==> src/rtl/multicycle_ctrl_pkg.sv <==
// Shared encodings for the multicycle controller: FSM states, opcode/function
// constants, ALU and PC-source selects, and the decoded instruction class.
package multicycle_ctrl_pkg;

  typedef enum logic [2:0] {
    ST_IF  = 3'd0,
    ST_ID  = 3'd1,
    ST_EX  = 3'd2,
    ST_MEM = 3'd3,
    ST_WB  = 3'd4
  } state_t;

  localparam logic [5:0] OP_RTYPE = 6'b000000;
  localparam logic [5:0] OP_ADDI  = 6'b001000;
  localparam logic [5:0] OP_ANDI  = 6'b001100;
  localparam logic [5:0] OP_ORI   = 6'b001101;
  localparam logic [5:0] OP_LW    = 6'b100011;
  localparam logic [5:0] OP_SW    = 6'b101011;
  localparam logic [5:0] OP_BEQ   = 6'b000100;
  localparam logic [5:0] OP_BNE   = 6'b000101;
  localparam logic [5:0] OP_J     = 6'b000010;

  localparam logic [5:0] FN_ADD = 6'b100000;
  localparam logic [5:0] FN_SUB = 6'b100010;
  localparam logic [5:0] FN_AND = 6'b100100;
  localparam logic [5:0] FN_OR  = 6'b100101;

  localparam logic [1:0] ALUC_ADD = 2'b00;
  localparam logic [1:0] ALUC_SUB = 2'b01;
  localparam logic [1:0] ALUC_AND = 2'b10;
  localparam logic [1:0] ALUC_OR  = 2'b11;

  localparam logic [1:0] PCSRC_PC4 = 2'b00;
  localparam logic [1:0] PCSRC_BR  = 2'b10;
  localparam logic [1:0] PCSRC_J   = 2'b11;

  typedef struct packed {
    logic rtype;
    logic imm;
    logic lw;
    logic sw;
    logic br;
    logic j;
    logic illegal;
  } iclass_t;

endpackage

==> src/rtl/multicycle_ctrl_decode.sv <==
// mc_decode: combinational Op/Func decode into instruction class plus the
// ALU select, sign-extend and rt-destination controls.
module mc_decode
  import multicycle_ctrl_pkg::*;
(
  input  logic [5:0] op,
  input  logic [5:0] func,
  output iclass_t    cls,
  output logic [1:0] aluc,
  output logic       se,
  output logic       regrt
);

  always_comb begin
    cls  = '0;
    aluc = ALUC_ADD;
    se   = 1'b0;
    case (op)
      OP_RTYPE: begin
        cls.rtype = 1'b1;
        case (func)
          FN_ADD:  aluc = ALUC_ADD;
          FN_SUB:  aluc = ALUC_SUB;
          FN_AND:  aluc = ALUC_AND;
          FN_OR:   aluc = ALUC_OR;
          default: begin
            cls.rtype   = 1'b0;
            cls.illegal = 1'b1;
          end
        endcase
      end
      OP_ADDI: begin cls.imm = 1'b1; se = 1'b1; end
      OP_ANDI: begin cls.imm = 1'b1; aluc = ALUC_AND; end
      OP_ORI:  begin cls.imm = 1'b1; aluc = ALUC_OR; end
      OP_LW:   begin cls.lw = 1'b1; se = 1'b1; end
      OP_SW:   begin cls.sw = 1'b1; se = 1'b1; end
      OP_BEQ, OP_BNE: begin
        cls.br = 1'b1;
        se     = 1'b1;
        aluc   = ALUC_SUB;
      end
      OP_J:    cls.j = 1'b1;
      default: cls.illegal = 1'b1;
    endcase
  end

  // Only R-type writes rd; everything else that writes back targets rt.
  assign regrt = ~cls.rtype;

endmodule

==> src/rtl/multicycle_ctrl.sv <==
// Multicycle CPU control FSM (IF/ID/EX/MEM/WB) with memory handshake.
// Optional retired-instruction counter RetCnt when MULTICYCLE_PERF_CNT_EN is defined.
module multicycle_ctrl
  import multicycle_ctrl_pkg::*;
#(
  parameter int CNT_W = 32
) (
  input  logic       Clk,
  input  logic       Reset,
  input  logic [5:0] Op,
  input  logic [5:0] Func,
  input  logic       Z,
  input  logic       MemReady,
  output logic       MemReq,
  output logic       IrWrite,
  output logic       PcWrite,
  output logic       Regrt,
  output logic       Se,
  output logic       Wreg,
  output logic       Aluqb,
  output logic       Wmem,
  output logic       Reg2reg,
  output logic [1:0] Aluc,
  output logic [1:0] Pcsrc,
  output logic       Illegal,
  output logic [2:0] State
`ifdef MULTICYCLE_PERF_CNT_EN
  ,
  output logic [CNT_W-1:0] RetCnt
`endif
);

  if (CNT_W < 1) begin : g_cnt_w_check
    $error("CNT_W must be at least 1");
  end

  state_t     state_q, state_d;
  iclass_t    cls;
  logic [1:0] dec_aluc;
  logic       dec_se, dec_regrt;
  logic       taken;

  logic       memreq, irwrite, pcwrite, regrt, se, wreg, aluqb, wmem, reg2reg, illegal;
  logic [1:0] aluc, pcsrc;

  mc_decode u_decode (
    .op    (Op),
    .func  (Func),
    .cls   (cls),
    .aluc  (dec_aluc),
    .se    (dec_se),
    .regrt (dec_regrt)
  );

  assign taken = (Op == OP_BEQ) ? Z : ~Z;

  always_ff @(posedge Clk or negedge Reset) begin
    if (!Reset) state_q <= ST_IF;
    else        state_q <= state_d;
  end

  always_comb begin
    state_d = ST_IF;
    memreq  = 1'b0;
    irwrite = 1'b0;
    pcwrite = 1'b0;
    regrt   = 1'b0;
    se      = 1'b0;
    wreg    = 1'b0;
    aluqb   = 1'b0;
    wmem    = 1'b0;
    reg2reg = 1'b0;
    illegal = 1'b0;
    aluc    = ALUC_ADD;
    pcsrc   = PCSRC_PC4;
    case (state_q)
      ST_IF: begin
        memreq = 1'b1;
        if (MemReady) begin
          irwrite = 1'b1;
          state_d = ST_ID;
        end else begin
          state_d = ST_IF;
        end
      end
      ST_ID: begin
        if (cls.j) begin
          pcwrite = 1'b1;
          pcsrc   = PCSRC_J;
        end else if (cls.illegal) begin
          illegal = 1'b1;
          pcwrite = 1'b1;
        end else begin
          state_d = ST_EX;
        end
      end
      ST_EX: begin
        aluc  = dec_aluc;
        se    = dec_se;
        aluqb = cls.rtype | cls.br;
        if (cls.br) begin
          pcwrite = 1'b1;
          pcsrc   = taken ? PCSRC_BR : PCSRC_PC4;
        end else if (cls.lw | cls.sw) begin
          state_d = ST_MEM;
        end else if (cls.rtype | cls.imm) begin
          state_d = ST_WB;
        end
      end
      ST_MEM: begin
        // ALU controls stay put so the address computed in EX remains stable.
        aluc   = dec_aluc;
        se     = dec_se;
        aluqb  = cls.rtype | cls.br;
        memreq = 1'b1;
        wmem   = cls.sw;
        if (!MemReady) begin
          state_d = ST_MEM;
        end else if (cls.sw) begin
          pcwrite = 1'b1;
        end else begin
          state_d = ST_WB;
        end
      end
      ST_WB: begin
        aluc    = dec_aluc;
        se      = dec_se;
        aluqb   = cls.rtype | cls.br;
        wreg    = 1'b1;
        pcwrite = 1'b1;
        regrt   = dec_regrt;
        reg2reg = ~cls.lw;
      end
      default: state_d = ST_IF;
    endcase
  end

  // Everything, MemReq included, is forced quiet while reset is held.
  assign MemReq  = Reset & memreq;
  assign IrWrite = Reset & irwrite;
  assign PcWrite = Reset & pcwrite;
  assign Regrt   = Reset & regrt;
  assign Se      = Reset & se;
  assign Wreg    = Reset & wreg;
  assign Aluqb   = Reset & aluqb;
  assign Wmem    = Reset & wmem;
  assign Reg2reg = Reset & reg2reg;
  assign Illegal = Reset & illegal;
  assign Aluc    = Reset ? aluc  : 2'b00;
  assign Pcsrc   = Reset ? pcsrc : 2'b00;
  assign State   = state_q;

`ifdef MULTICYCLE_PERF_CNT_EN
  logic [CNT_W-1:0] ret_cnt;

  always_ff @(posedge Clk or negedge Reset) begin
    if (!Reset)       ret_cnt <= '0;
    else if (PcWrite) ret_cnt <= ret_cnt + CNT_W'(1);
  end

  assign RetCnt = ret_cnt;
`endif

endmodule

==> config.mk <==
export PLATFORM = sky130hd
export DESIGN_NAME = multicycle_ctrl
export DESIGN_NICKNAME = d
export VERILOG_FILES = /design/src/rtl/multicycle_ctrl_pkg.sv /design/src/rtl/multicycle_ctrl_decode.sv /design/src/rtl/multicycle_ctrl.sv
export SDC_FILE = /design/constraint.sdc
export NUM_CORES = 1
export LEC_CHECK = 0
export ABC_AREA = 1
export CAP_MARGIN = 5
export CORE_AREA = 2 2 39 41
export DETAILED_ROUTE_END_ITERATION = 8
export DIE_AREA = 0 0 41 43
export DONT_BUFFER_PORTS = 1
export HOLD_SLACK_MARGIN = 0.12
export SYNTH_ARGS = -nofsm -noshare
export SYNTH_HDL_FRONTEND = slang
export SYNTH_SLANG_ARGS = --single-unit
==> constraint.sdc <==
create_clock -name Clk -period 2.33 [get_ports Clk]
set_clock_uncertainty 0.05 [all_clocks]
set_input_delay 0.1165 -clock Clk [delete_from_list [all_inputs] [get_ports Clk]]
set_output_delay 0.1165 -clock Clk [all_outputs]
set_load 0.03 [all_outputs]
==> impl_metrics.csv <==
group,metric,value,unit
place,gp_congestion,0.735,
sta,fin_ws,146,ps
route,drc_errors,0,
layout,final_cell_mix,"19 x nand2_1, 14 x inv_1, 13 x nor2_1, 10 x nand3_1, 7 x nor3_1",
synth,post_synth.cell_area_avg,6.02,µm²
layout,multiInputGateArea,449,µm²
worst_setup_path,timing.rr.end,"State[1]",
min_path,hold_path_class,"primary input to flop",
sta,max-slew-margin-rel,0.622,
floorplan,core_area,1380,µm²
layout,ff_latch_area,75.1,µm²
synth,syn_area,596,µm²
layout,n_antenna_cell,0,
route,top_layer_used,"met4",
worst_setup_path,critPathCapture,"Aluc[0]",
synth,yosysSeqAreaShare,0.126,
synth,ys_ff_latch,3,
place,hpwl,1330,µm
synth,syn-num-nets,115,
global_route,grt_max_degree,8,
power,p_leak,0.354,nW
route,dr.pass1.iters,4,
place,dp_slack,398,ps
power,p_per_area,324,nW/µm²
place,dp_cells,121,
sta,hold_viol,0,
synth,ys_warn_count,0,
floorplan,start_util,0.430,
worst_setup_path,end_kind,"primary output",
route,avgRoutedWirePerCell,12.7,µm
power,sw_frac_of_total,0.394,
clock_tree,htreeDepth,1,
layout,fillers,156,
sta,timing.fmax,458,MHz
route,drtIter0Drc,17,
floorplan,ios,33,
layout,drive_above_1_share,0.304,
layout,fin_nets,129,
synth,yosys-top-cells-area,"dfrtp_1 13%, nand2_1 12%, inv_1 8.8%",
route,wl_met3,105,µm
layout,largest_reg_flops,3,
sta,grt_setup_unrepaired,"false",
clock_tree,clk-insertion-delay-late,240,ps
clock_tree,clk_path_buf_depth,2,
worst_setup_path,startpoint_type,"flop",
route,via_count,681,
global_route,grt_usage,0.202,
power,p_clk_frac,0.408,
power,p_seq_frac,0.288,
floorplan,row_count,14,
synth,yosys.area.top_type,"dfrtp_1",
clock_tree,clkSinkCount,3,
power,ir_drop,202,µV
worst_setup_path,worstPathMaxFanout,4,
layout,area_growth_syn_to_layout,20.4,%
worst_setup_path,cp.required,2160,ps
layout,final_common_cell,"nand2_1",
route,vias_per_cell,5.32,
floorplan,die_area,1760,µm²
clock_tree,post_cts_buffers,0,
outcome,status,"finished clean",
layout,final_cells,128,
global_route,globalRouteOverflowTotal,0,
floorplan,fp.dieW,41,µm
sta,setup_viol,0,
global_route,antenna_found_initial,0,
global_route,grt_pass1_vias,640,
synth,synthCells,99,
sta,fin_crit_sh,0.938,
clock_tree,cts_tree,"built",
synth,synth_top_area_share,0.126,
power,p_sw,0.0916,mW
worst_setup_path,cp.arrival,2020,ps
worst_setup_path,reg2reg_from,"State[2]",
worst_setup_path,startpoint,"State[2]",
clock_tree,ctsResizeCount,0,
route,routed_wl,1620,µm
power,power.internal,0.141,mW
place,port_buffers,0,
global_route,grt_pass1_wl,2460,µm
sta,tns,0,ps
clock_tree,clk_pin_slew,40,ps
clock_tree,cts_buffers,3,
clock_tree,root_buffer,"clkbuf_4",
sta,tightest_slew,565,ps
sta,fin_crit,2180,ps
worst_setup_path,critPathKind,"flop to primary output",
power,power,0.232,mW
route,m1WireLength,655,µm
route,dr_wl_met2,822,µm
job,drv_cap,0,
clock_tree,hold_buffers,3,
floorplan,die_y,43,µm
sta,slew_violations,0,
worst_setup_path,r2r_cells,5,
route,antenna_left,0,
power,combPwrFrac,0.303,
worst_setup_path,rrSetupSlack,930,ps
synth,ys_types,23,
layer usage:
| metal | up-vias | track usage |
|---|---|---|
| li1 | 343 | - |
| met1 | 306 | 0.208 |
| met2 | 28 | 0.344 |
| met3 | 4 | 0.0733 |
| met4 | 0 | 0.0867 |
| met5 | - | 0 |
power groups by stage:
stage	clock (mW)	combinational [mW]	sequential, mW
global route	0.106	0.0785	0.0678
floorplan	0	0.0573	0.0661
finish	0.0948	0.0705	0.0669
global placement	0	0.0646	0.0673
detailed placement	0	0.0648	0.0677
CTS	0.0970	0.0704	0.0669
cell families after synthesis:
logic type	share of synthesized area
buffers and inverters	0.120
AND/OR/NAND/NOR	0.599
XOR/XNOR	0.0147
AO/OA/AOI/OAI	0.141
flip-flops	0.126
cell usage after synthesis:
master    instances
a21oi_2           1
nor2_1           13
nor3_1            7
o21ai_2           2
o21a_1            1
xor2_1            1
a41oi_2           1
nor3_2            2
nand2_4           1
o21ai_0           1
nand3_2           5
a31oi_1           1
inv_1            14
nor2_4            4
nand3_1          10
nand2_1          19
nor2_2            3
nand2_2           1
dfrtp_1           3
inv_2             5
o21ai_1           1
a21oi_1           2
a21boi_1          1
through the flow:
stage,utilization,instance area [µm²],hold WS [ps]
floorplan,-,596,-229
global placement,0.477,661,-229
detailed placement,0.477,661,-229
CTS,0.518,717,152
global route,0.518,717,170
finish,0.518,717,158
layout make-up:
class                      instances  share of cell area
clock buffer                       4              0.0366
tap                               16              0.0279
inverter                          19              0.0995
timing repair buffer               9               0.105
multi-input combinational         77               0.627
sequential                         3               0.105
worst min-delay path by stage:
stage	start	end	slack, ps	cells past startpoint
2_1_floorplan	Reset	State[0]	-230	0
3_3_place_gp	Reset	State[1]	-230	0
3_5_place_dp	Reset	State[1]	-230	0
4_1_cts	Op[0]	State[1]	150	4
5_1_grt	Op[0]	State[2]	170	4
6_report	Op[0]	State[1]	160	4
worst max-delay path, cell delays in order, from the launching register on:
cell,delay (ps)
dfrtp_1,570
inv_2,110
nor3_2,180
inv_2,60
a21oi_1,270
nand2_1,150
a41oi_2,430
No activity file was read; power rests on OpenSTA's default activity.
